$ cat config.mk
export PLATFORM = sky130hd
export DESIGN_NAME = ql_rom_loader_flat
export DESIGN_NICKNAME = d
export VERILOG_FILES = /design/src/rtl/ql_rom_loader_if.sv /design/src/rtl/ql_rom_loader.sv /design/src/flat_wrapper.sv
export SDC_FILE = /design/constraint.sdc
export NUM_CORES = 1
export LEC_CHECK = 0
export ABC_AREA = 1
export ABC_CLOCK_PERIOD_IN_PS = 2500
export BUFFER_PORTS_ARGS = -buffer_cell sky130_fd_sc_hd__buf_2
export CAP_MARGIN = 20
export CORE_ASPECT_RATIO = 1.75
export CORE_MARGIN = 5
export CORE_UTILIZATION = 55
export CTS_BUF_LIST = sky130_fd_sc_hd__clkbuf_16
export CTS_CLUSTER_DIAMETER = 30
export CTS_CLUSTER_SIZE = 24
export DETAILED_ROUTE_END_ITERATION = 7
export GPL_ROUTABILITY_DRIVEN = 0
export MAX_ROUTING_LAYER = met4
export PLACE_DENSITY = 0.88
export SLEW_MARGIN = 20
export SYNTH_ARGS = -nofsm -noshare
export SYNTH_HDL_FRONTEND = slang
export SYNTH_SLANG_ARGS = --single-unit
export TNS_END_PERCENT = 100
$ cat constraint.sdc
create_clock -name clk -period 2.5 [get_ports clk]
set_input_delay 0 -clock clk [delete_from_list [all_inputs] [get_ports clk]]
set_output_delay 0 -clock clk [all_outputs]
set_load 0.005 [all_outputs]
$ cat src/rtl/ql_rom_loader_if.sv
// Download/ROM-write bundle between the HPS download port and the ROM loader.
// The rom_sum signal exists only when ROM_LOADER_SUM_EN is defined.
interface ql_rom_loader_if #(
    parameter int AW = 15
);
    // HPS download side
    logic          ioctl_download;
    logic [7:0]    ioctl_index;
    logic          ioctl_wr;
    logic [24:0]   ioctl_addr;
    logic [15:0]   ioctl_data;
    logic          ioctl_wait;

    // ROM write port and status
    logic          rom_we;
    logic [AW-1:0] rom_addr;
    logic [15:0]   rom_data;
    logic          rom_busy;
    logic          rom_valid;
    logic [AW:0]   rom_words;
    logic          overflow;
`ifdef ROM_LOADER_SUM_EN
    logic [15:0]   rom_sum;
`endif

    modport slave (
        input  ioctl_download, ioctl_index, ioctl_wr, ioctl_addr, ioctl_data,
`ifdef ROM_LOADER_SUM_EN
        output rom_sum,
`endif
        output ioctl_wait, rom_we, rom_addr, rom_data, rom_busy, rom_valid,
               rom_words, overflow
    );

    modport master (
        output ioctl_download, ioctl_index, ioctl_wr, ioctl_addr, ioctl_data,
`ifdef ROM_LOADER_SUM_EN
        input  rom_sum,
`endif
        input  ioctl_wait, rom_we, rom_addr, rom_data, rom_busy, rom_valid,
               rom_words, overflow
    );
endinterface

$ cat src/rtl/ql_rom_loader.sv
// QL system ROM loader: byte-swaps HPS download words into the ROM, then pads the rest with FILL_WORD.
// Optional image checksum output enabled by defining ROM_LOADER_SUM_EN.
module ql_rom_loader #(
    parameter int          AW        = 15,
    parameter logic [15:0] FILL_WORD = 16'hFFFF,
    parameter logic [7:0]  INDEX     = 8'd0
) (
    input  logic            clk,
    input  logic            reset_n,
    ql_rom_loader_if.slave  bus
);

    typedef enum logic [1:0] {
        ST_IDLE,
        ST_LOAD,
        ST_FILL
    } state_t;

    state_t        state_q;
    logic          ioctl_wait_q;
    logic          rom_we_q;
    logic [AW-1:0] rom_addr_q;
    logic [15:0]   rom_data_q;
    logic          rom_busy_q;
    logic          rom_valid_q;
    logic [AW:0]   rom_words_q;
    logic          overflow_q;
    logic [AW:0]   fill_ptr_q;
`ifdef ROM_LOADER_SUM_EN
    logic [15:0]   rom_sum_q;
`endif

    logic          index_hit;
    logic          wr_hit;
    logic          addr_oob;
    logic          wr_accept;
    logic [AW-1:0] wa;
    logic [15:0]   swapped;
    logic [AW:0]   wa_end;
    logic [AW:0]   rom_words_d;
    logic [AW:0]   fill_ptr_d;
    logic          unused_addr_lsb;

    assign index_hit = (bus.ioctl_index == INDEX);
    assign wr_hit    = bus.ioctl_wr && index_hit;
    // Any byte address at or beyond 2^(AW+1) lies outside the ROM.
    assign addr_oob  = ((bus.ioctl_addr >> (AW + 1)) != 25'd0);
    assign wr_accept = (state_q == ST_LOAD) && wr_hit && !addr_oob;
    assign wa        = bus.ioctl_addr[AW:1];
    assign swapped   = {bus.ioctl_data[7:0], bus.ioctl_data[15:8]};
    assign wa_end    = {1'b0, wa} + {{AW{1'b0}}, 1'b1};

    // High-water mark including a write landing this cycle, so a write coincident
    // with the download falling edge still moves the fill start point.
    assign rom_words_d = (wr_accept && (wa_end > rom_words_q)) ? wa_end : rom_words_q;
    assign fill_ptr_d  = fill_ptr_q + {{AW{1'b0}}, 1'b1};

    assign unused_addr_lsb = bus.ioctl_addr[0];

    always_ff @(posedge clk or negedge reset_n) begin
        if (!reset_n) begin
            state_q      <= ST_IDLE;
            ioctl_wait_q <= 1'b0;
            rom_we_q     <= 1'b0;
            rom_addr_q   <= '0;
            rom_data_q   <= '0;
            rom_busy_q   <= 1'b0;
            rom_valid_q  <= 1'b0;
            rom_words_q  <= '0;
            overflow_q   <= 1'b0;
            fill_ptr_q   <= '0;
`ifdef ROM_LOADER_SUM_EN
            rom_sum_q    <= '0;
`endif
        end else begin
            rom_we_q <= 1'b0;
            case (state_q)
                ST_IDLE: begin
                    if (bus.ioctl_download && index_hit) begin
                        state_q     <= ST_LOAD;
                        rom_busy_q  <= 1'b1;
                        rom_valid_q <= 1'b0;
                        rom_words_q <= '0;
                        overflow_q  <= 1'b0;
`ifdef ROM_LOADER_SUM_EN
                        rom_sum_q   <= '0;
`endif
                    end
                end

                ST_LOAD: begin
                    if (wr_hit) begin
                        if (addr_oob) begin
                            overflow_q <= 1'b1;
                        end else begin
                            rom_we_q   <= 1'b1;
                            rom_addr_q <= wa;
                            rom_data_q <= swapped;
`ifdef ROM_LOADER_SUM_EN
                            rom_sum_q  <= rom_sum_q + swapped;
`endif
                        end
                    end
                    rom_words_q <= rom_words_d;
                    if (!bus.ioctl_download) begin
                        if (!rom_words_d[AW]) begin
                            state_q      <= ST_FILL;
                            fill_ptr_q   <= rom_words_d;
                            ioctl_wait_q <= 1'b1;
                        end else begin
                            state_q     <= ST_IDLE;
                            rom_busy_q  <= 1'b0;
                            rom_valid_q <= 1'b1;
                        end
                    end
                end

                ST_FILL: begin
                    rom_we_q   <= 1'b1;
                    rom_addr_q <= fill_ptr_q[AW-1:0];
                    rom_data_q <= FILL_WORD;
                    fill_ptr_q <= fill_ptr_d;
                    // Carry into the top pointer bit marks the last ROM word.
                    if (fill_ptr_d[AW]) begin
                        state_q      <= ST_IDLE;
                        ioctl_wait_q <= 1'b0;
                        rom_busy_q   <= 1'b0;
                        rom_valid_q  <= 1'b1;
                    end
                end

                default: begin
                    state_q      <= ST_IDLE;
                    ioctl_wait_q <= 1'b0;
                    rom_busy_q   <= 1'b0;
                end
            endcase
        end
    end

    assign bus.ioctl_wait = ioctl_wait_q;
    assign bus.rom_we     = rom_we_q;
    assign bus.rom_addr   = rom_addr_q;
    assign bus.rom_data   = rom_data_q;
    assign bus.rom_busy   = rom_busy_q;
    assign bus.rom_valid  = rom_valid_q;
    assign bus.rom_words  = rom_words_q;
    assign bus.overflow   = overflow_q;
`ifdef ROM_LOADER_SUM_EN
    assign bus.rom_sum    = rom_sum_q;
`endif

endmodule

$ cat src/flat_wrapper.sv
// flat-port wrapper written by rule: the top's interface ports become plain ports
module ql_rom_loader_flat 
#(
    parameter int          AW        = 15,
    parameter logic [15:0] FILL_WORD = 16'hFFFF,
    parameter logic [7:0]  INDEX     = 8'd0
)
  (clk, reset_n, bus_ioctl_download, bus_ioctl_index, bus_ioctl_wr, bus_ioctl_addr, bus_ioctl_data, bus_ioctl_wait, bus_rom_we, bus_rom_addr, bus_rom_data, bus_rom_busy, bus_rom_valid, bus_rom_words, bus_overflow);
  ql_rom_loader_if #(.AW(AW)) bus_i ();
  input  logic clk;
  input  logic reset_n;
  input wire logic [$bits(bus_i.ioctl_download)-1:0] bus_ioctl_download;
  input wire logic [$bits(bus_i.ioctl_index)-1:0] bus_ioctl_index;
  input wire logic [$bits(bus_i.ioctl_wr)-1:0] bus_ioctl_wr;
  input wire logic [$bits(bus_i.ioctl_addr)-1:0] bus_ioctl_addr;
  input wire logic [$bits(bus_i.ioctl_data)-1:0] bus_ioctl_data;
  output wire logic [$bits(bus_i.ioctl_wait)-1:0] bus_ioctl_wait;
  output wire logic [$bits(bus_i.rom_we)-1:0] bus_rom_we;
  output wire logic [$bits(bus_i.rom_addr)-1:0] bus_rom_addr;
  output wire logic [$bits(bus_i.rom_data)-1:0] bus_rom_data;
  output wire logic [$bits(bus_i.rom_busy)-1:0] bus_rom_busy;
  output wire logic [$bits(bus_i.rom_valid)-1:0] bus_rom_valid;
  output wire logic [$bits(bus_i.rom_words)-1:0] bus_rom_words;
  output wire logic [$bits(bus_i.overflow)-1:0] bus_overflow;
  assign bus_i.ioctl_download = bus_ioctl_download;
  assign bus_i.ioctl_index = bus_ioctl_index;
  assign bus_i.ioctl_wr = bus_ioctl_wr;
  assign bus_i.ioctl_addr = bus_ioctl_addr;
  assign bus_i.ioctl_data = bus_ioctl_data;
  assign bus_ioctl_wait = bus_i.ioctl_wait;
  assign bus_rom_we = bus_i.rom_we;
  assign bus_rom_addr = bus_i.rom_addr;
  assign bus_rom_data = bus_i.rom_data;
  assign bus_rom_busy = bus_i.rom_busy;
  assign bus_rom_valid = bus_i.rom_valid;
  assign bus_rom_words = bus_i.rom_words;
  assign bus_overflow = bus_i.overflow;
  ql_rom_loader #(.AW(AW), .FILL_WORD(FILL_WORD), .INDEX(INDEX)) u_core (.clk(clk), .reset_n(reset_n), .bus(bus_i));
endmodule
==> impl_metrics.json, run 1 <==
{
  "status": "finished clean",
  "die_height_um": 131,
  "grt_pass1_vias": 5044,
  "power_frac_clock": 0.251,
  "stdcell_area_um2": 6060,
  "worstPathCellList": "clkbuf_4, nand3_4, nor3_4, buf_4, nand4_1, nand2_1, inv_1, ha_1, nand2_1, nor2_1, nand2_1, inv_2, nand2_1, nor2_2, nor2_4, buf_4, nand3_1, nand3_1, nand2_2, nand2_1, o21ai_1",
  "stdcell_count": 897,
  "dpl_cell_area_um2": 5450,
  "htree_levels": 3,
  "rows": 44,
  "synthDistinctLibCells": 36,
  "synth-compound-area-share": 0.123,
  "syn_avg_cell_area_um2": 7.12,
  "utilization": 0.734,
  "die_w_um": 79.3,
  "ys_ff_latch": 70,
  "final_antenna_net_count": 0,
  "yosysMostFrequentCell": "nand2_1",
  "crit_buf_inv": 5,
  "cp.arrival_ps": 2730,
  "path_clk_slew_ps": 60,
  "yosysWarnings": 0,
  "grt_overflow": 0,
  "yosys.area.top_type": "dfrtp_1",
  "numCtsBuffers": 9,
  "initial_utilization": 0.560,
  "cpMostUsedCell": "nand2_1",
  "synth_top_family_by_area": "simple AND/OR/NAND/NOR gates",
  "pwr-share-comb": 0.436,
  "cts_max_path_buffers": 2,
  "max_freq_mhz": 406,
  "fin_ws_ps": 36.5,
  "place_ws_ps": -225,
  "crit_path_top_delay_cell": "nor3_4",
  "drt_wl_total_um": 14900,
  "worstPathMaxFanout": 6,
  "period_minus_slack_ps": 2460,
  "synthXorXnorAreaFrac": 0.0190,
  "drive_above_1_share": 0.247,
  "switching_power_mw": 2.02,
  "root_buffer": "clkbuf_16",
  "syn_area_um2": 4620,
  "antenna_found_initial": 0,
  "hold_class": "input pin to flip-flop",
  "cts.sinks": 70,
  "grt_start_max_net_pins": 47,
  "yosys.area_share.adder": 0.0569,
  "cpPeakStageDelay_ps": 330,
  "critical-path-top-delay-family": "simple AND/OR/NAND/NOR gates",
  "io_buffers": 103,
  "worstSetupPathType": "input pin to flip-flop",
  "vias": 5306,
  "whs_ps": 87.7,
  "synth_edf_count": 0,
  "hold_viol": 0,
  "cp-start-kind": "input pin",
  "wl_per_cell_um": 16.6,
  "netlist_top_cells_area": "dfrtp_1 38%, nand2_1 16%, o21ai_0 7.7%, nand3_1 7.4%, inv_1 7.0%",
  "track_usage": 0.288,
  "syn_inst": 649,
  "viasPerCell": 5.92,
  "area_growth_pct": 31.2,
  "cp.required_ps": 2770,
  "io_pins": 105,
  "skew_ps": 6.73,
  "netlist.area_leader.share": 0.379,
  "tritoncts": "yes",
  "clk_latency_ps": 340,
  "yosysSeqAreaShare": 0.379,
  "synthSimpleGateAreaFrac": 0.324,
  "grt_pass1_wl_um": 23300,
  "drv_cap": 0,
  "drt_first_pass_iters": 6,
  "nets": 875,
  "synth_flop_cell": "dfrtp_1",
  "synth_common_cells": "192 x nand2_1, 86 x inv_1, 71 x o21ai_0",
  "synth_mux_area_frac": 0,
  "drtIter0Drc": 568,
  "swShare": 0.383,
  "setup-violations-final": 0,
  "post-route-period-util": 0.985,
  "drc": 0,
  "place_inst": 858,
  "syn-num-nets": 723,
  "antennaDiodeCount": 0,
  "placeableCoreArea_um2": 8260,
  "powerDensity_nw_per_um2": 872,
  "vdd_ir_drop_max_mv": 0.780,
  "final-max-slew-violation-count": 0,
  "die_area_um2": 10400,
  "dpl.hpwl_um": 10100,
  "worst_pin_slew_ps": 596,
  "p_leak_nw": 3.17,
  "async_flop_share": 1.00,
  "internal-power_mw": 3.26,
  "slew_headroom": 0.603,
  "critPathCaptureType": "flip-flop",
  "pwr-share-seq": 0.313
}
placed cells by master, fill, tap and decap left out, drive strengths merged, types with 5 or more instances in the layout:
cell	netlist	routed
nand2	197	197
buf	10	146
inv	89	90
o21ai	72	72
nand3	72	72
dfrtp	70	70
nor2	38	38
ha	21	21
dlygate4sd3	0	17
o21a	15	15
nand4	11	11
clkbuf	13	10
xor2	8	8
a21oi	7	7
or2	5	5
nor3	5	5
tightest hold or removal path: stages:
cell and delay, ps:
buf_2 130, o21ai_0 90, nand2_1 70, o21a_1 100
worst paths after layout:
check | start | endpoint | slack, ps | depth (start not counted)
max | bus_ioctl_addr[1] | u_core.bus.rom_busy | 40 | 21
min | bus_ioctl_addr[5] | u_core.bus.rom_addr[4] | 90 | 4
max reg2reg | u_core.bus.rom_words[15] | u_core.bus.rom_busy | 220 | 15
min reg2reg | u_core.bus.ioctl_wait | u_core.bus.ioctl_wait | 490 | 2
max in group asynchronous | reset_n | u_core.bus.rom_valid | 1650 | 3
min in group asynchronous | reset_n | u_core.fill_ptr_q[12] | 210 | 2
what timing repair did:
item	4_1_cts	5_1_grt
gates resized for setup	0	22
buffers inserted	0	7
hold buffers	17	0
hold endpoints to repair	60	0
setup endpoints to repair	0	35
metrics by stage:
step / setup TNS [ps] / total power [mW]
finish: 0 / 5.29
global route: -1330 / 5.63
CTS: 0 / 5.19
detailed placement: -5750 / 3.81
global placement: -2560 / 3.70
floorplan: 0 / 3.00
logic make-up (layout without fill, tap and decap cells):
kind of cell / after synthesis / in the layout
AOI/OAI and AO/OA: 102 / 102
xor gates and xnor gates: 10 / 10
adders and majority gates: 21 / 21
buffers and inverters: 112 / 268
DFF: 70 / 70
and+or+nand+nor: 334 / 334
power groups by stage:
stage	combinational [mW]	clock, mW	sequential, mW
after floorplan	1.32	0	1.68
after detailed placement	2.15	0	1.67
after CTS	2.20	1.34	1.65
after global placement	2.05	0	1.65
after global routing	2.55	1.39	1.69
final	2.30	1.33	1.66
layout make-up:
class,count,area (um^2)
Clock inverter,6,78.8
Sequential cell,70,1750
Timing Repair Buffer,164,1060
Inverter,89,339
Fill cell,558,2200
Multi-Input combinational cell,467,2490
Clock buffer,9,225
Tap cell,92,115
per-layer routing:
| layer | track usage | up-vias | part of all wire |
|---|---|---|---|
| met3 | 0.0541 | 115 | 0.073 |
| met2 | 0.476 | 349 | 0.50 |
| met4 | 0.177 | 0 | 0.071 |
| met5 | - | - | 0 |
| met1 | 0.315 | 2444 | 0.36 |
| li1 | - | 2398 | - |
state kept, by name, summed over array words and instances (netlist names):
name / count
u_core.bus.rom_valid: 1
u_core.bus.ioctl_wait: 1
u_core.bus.rom_addr: 15
u_core.bus.rom_words: 16
u_core.bus.rom_we: 1
u_core.state_q: 2
u_core.bus.rom_busy: 1
u_core.bus.rom_data: 16
u_core.fill_ptr_q: 16
u_core.bus.overflow: 1
No activity file was read; power rests on OpenSTA's default activity.
==> run 2, diff against run 1 <==
--- a/config.mk
+++ b/config.mk
@@ -18,7 +18,7 @@
 export DETAILED_ROUTE_END_ITERATION = 7
 export GPL_ROUTABILITY_DRIVEN = 0
 export MAX_ROUTING_LAYER = met4
-export PLACE_DENSITY = 0.88
+export PLACE_DENSITY = 0.81
 export SLEW_MARGIN = 20
 export SYNTH_ARGS = -nofsm -noshare
 export SYNTH_HDL_FRONTEND = slang
==> impl_metrics.json, run 2 (synthesis results as in run 1) <==
{
  "slew_headroom": 0.469,
  "path_depth": 21,
  "io_buffers": 103,
  "final_common_cell": "nand2_1",
  "layout_common_cells": "191 x nand2_1, 103 x buf_2, 85 x inv_1",
  "track_usage": 0.272,
  "hold_viol": 0,
  "clk_latency_ps": 340,
  "nets": 872,
  "initial_utilization": 0.560,
  "place_inst": 857,
  "r2r_end": "u_core.fill_ptr_q[1]",
  "dpl.hpwl_um": 9910,
  "rows": 44,
  "grt_overflow": 0,
  "htree_levels": 3,
  "worstPathMaxFanout": 5,
  "drt_first_pass_iters": 7,
  "status": "finished clean",
  "drt_wl_total_um": 13500,
  "drive_above_1_share": 0.243,
  "antennaDiodeCount": 0,
  "cp.arrival_ps": 2590,
  "cpPeakStageDelay_ps": 290,
  "p_leak_nw": 3.17,
  "timing.critical_path.from": "bus_ioctl_addr[1]",
  "period_minus_slack_ps": 2370,
  "nFillCells": 615,
  "area_growth_pct": 31.1,
  "path_clk_slew_ps": 60,
  "grt_start_max_net_pins": 60,
  "numCtsBuffers": 9,
  "reg2reg_slack_ps": 260,
  "tns_ps": 0,
  "viasPerCell": 5.59,
  "post-route-period-util": 0.947,
  "critPathCaptureType": "flip-flop",
  "powerDensity_nw_per_um2": 860,
  "setup-violations-final": 0,
  "placeableCoreArea_um2": 8260,
  "vdd_ir_drop_max_mv": 0.795,
  "grt_pass1_wl_um": 22400,
  "vias": 4993,
  "antenna_found_initial": 0,
  "worst_pin_slew_ps": 797,
  "reg2reg_depth": 13,
  "worstSetupPathType": "input pin to flip-flop",
  "worstPathCellList": "buf_2, buf_4, nand3_4, nor3_4, buf_4, nand3b_1, xor2_2, inv_1, ha_4, nand2_1, nor2_1, nand2_1, inv_1, nand2_1, nand2_2, nand3_4, nand3_4, nand2_4, buf_4, nand2_1, nand2_1",
  "critical-path-top-delay-family": "simple AND/OR/NAND/NOR gates",
  "cp-start-kind": "input pin",
  "cts.sinks": 70,
  "stdcell_count": 894,
  "io_pins": 105,
  "rr_startpoint": "u_core.bus.rom_words[15]",
  "skew_ps": 6.82,
  "die_area_um2": 10400,
  "cpMostUsedCell": "nand2_1",
  "drc": 0,
  "max_freq_mhz": 422,
  "root_buffer": "clkbuf_16",
  "cts_max_path_buffers": 2,
  "wl_per_cell_um": 15.2,
  "tritoncts": "yes",
  "crit_buf_inv": 6,
  "die_height_um": 131,
  "final_antenna_net_count": 0,
  "die_w_um": 79.3,
  "cp.required_ps": 2720,
  "final-max-slew-violation-count": 0,
  "hold_class": "input pin to flip-flop",
  "drtIter0Drc": 449,
  "grt_pass1_vias": 4997,
  "crit_path_top_delay_cell": "ha_4",
  "drv_cap": 0,
  "crit_end": "u_core.fill_ptr_q[1]"
}
run 2: cell count changes in the layout (fill, tap and decap cells not counted), sizes merged:
cell	before	now
clkbuf	10	9
clkinv	2	3
buf	146	144
clkinvlp	1	0
run 2: worst min-delay path by stage:
stage	slack (ps)	cells past startpoint	start	endpoint
floorplan	-300	0	reset_n	u_core.bus.ioctl_wait
global placement	130	1	reset_n	u_core.fill_ptr_q[8]
detailed placement	130	1	reset_n	u_core.fill_ptr_q[9]
CTS	50	4	bus_ioctl_addr[7]	u_core.bus.rom_addr[6]
global route	90	4	bus_ioctl_addr[7]	u_core.bus.rom_addr[6]
finish	60	4	bus_ioctl_addr[7]	u_core.bus.rom_addr[6]
run 2: per-stage QoR:
| stage | total power [mW] | util | cell area (um^2) | worst slack (ps) | hold slack (ps) |
|---|---|---|---|---|---|
| final | 5.21 | 0.733 | 6060 | 132 | 59.1 |
| after CTS | 5.15 | 0.718 | 5930 | 90.0 | 53.5 |
| after detailed placement | 3.78 | 0.659 | 5440 | -215 | 133 |
| after floorplan | 3.00 | - | 4620 | 171 | -296 |
| after global routing | 5.59 | 0.733 | 6060 | -48.8 | 87.9 |
| after global placement | 3.70 | 0.659 | 5440 | -142 | 127 |
run 2: power breakdown:
group / switching (mW) / total (mW) / internal, mW
clock: 0.480 / 1.35 / 0.867
combinational: 1.31 / 2.22 / 0.903
sequential: 0.173 / 1.65 / 1.48
total: 1.97 / 5.21 / 3.25
run 2: timing repair:
action                     CTS  global route
setup endpoints to repair    0            34
hold buffers                17             0
buffers inserted             0             5
gates resized for setup      0            20
hold endpoints to repair    50             0
run 2: final cells by class:
| cell class | instances | area (um^2) | share of cell area |
|---|---|---|---|
| Clock inverter | 6 | 86.3 | 0.0143 |
| Sequential cell | 70 | 1750 | 0.289 |
| Tap cell | 92 | 115 | 0.0190 |
| Clock buffer | 9 | 225 | 0.0372 |
| Multi-Input combinational cell | 467 | 2500 | 0.413 |
| Inverter | 89 | 339 | 0.0560 |
| Timing Repair Buffer | 161 | 1030 | 0.171 |
run 2: worst reg2reg max path: stages, from the launching register on:
cell     delay, ps
dfrtp_1        400
inv_1          150
ha_1           270
a21oi_1        180
o21ai_0        170
a21oi_2        160
nand2_2        150
nand2_2        110
nand2_4         60
nand3_4         80
nand2_4        100
buf_4          160
nand2_1         70
nand2_1         70
run 2: per-layer routing:
metal	global-route usage	part of all wire	vias to the layer above	wire length (um)
met5	-	0	-	0
met4	0.146	0.051	0	688
met3	0.0466	0.060	63	815
met2	0.462	0.52	236	7000
met1	0.297	0.37	2302	5050
li1	-	-	2392	-
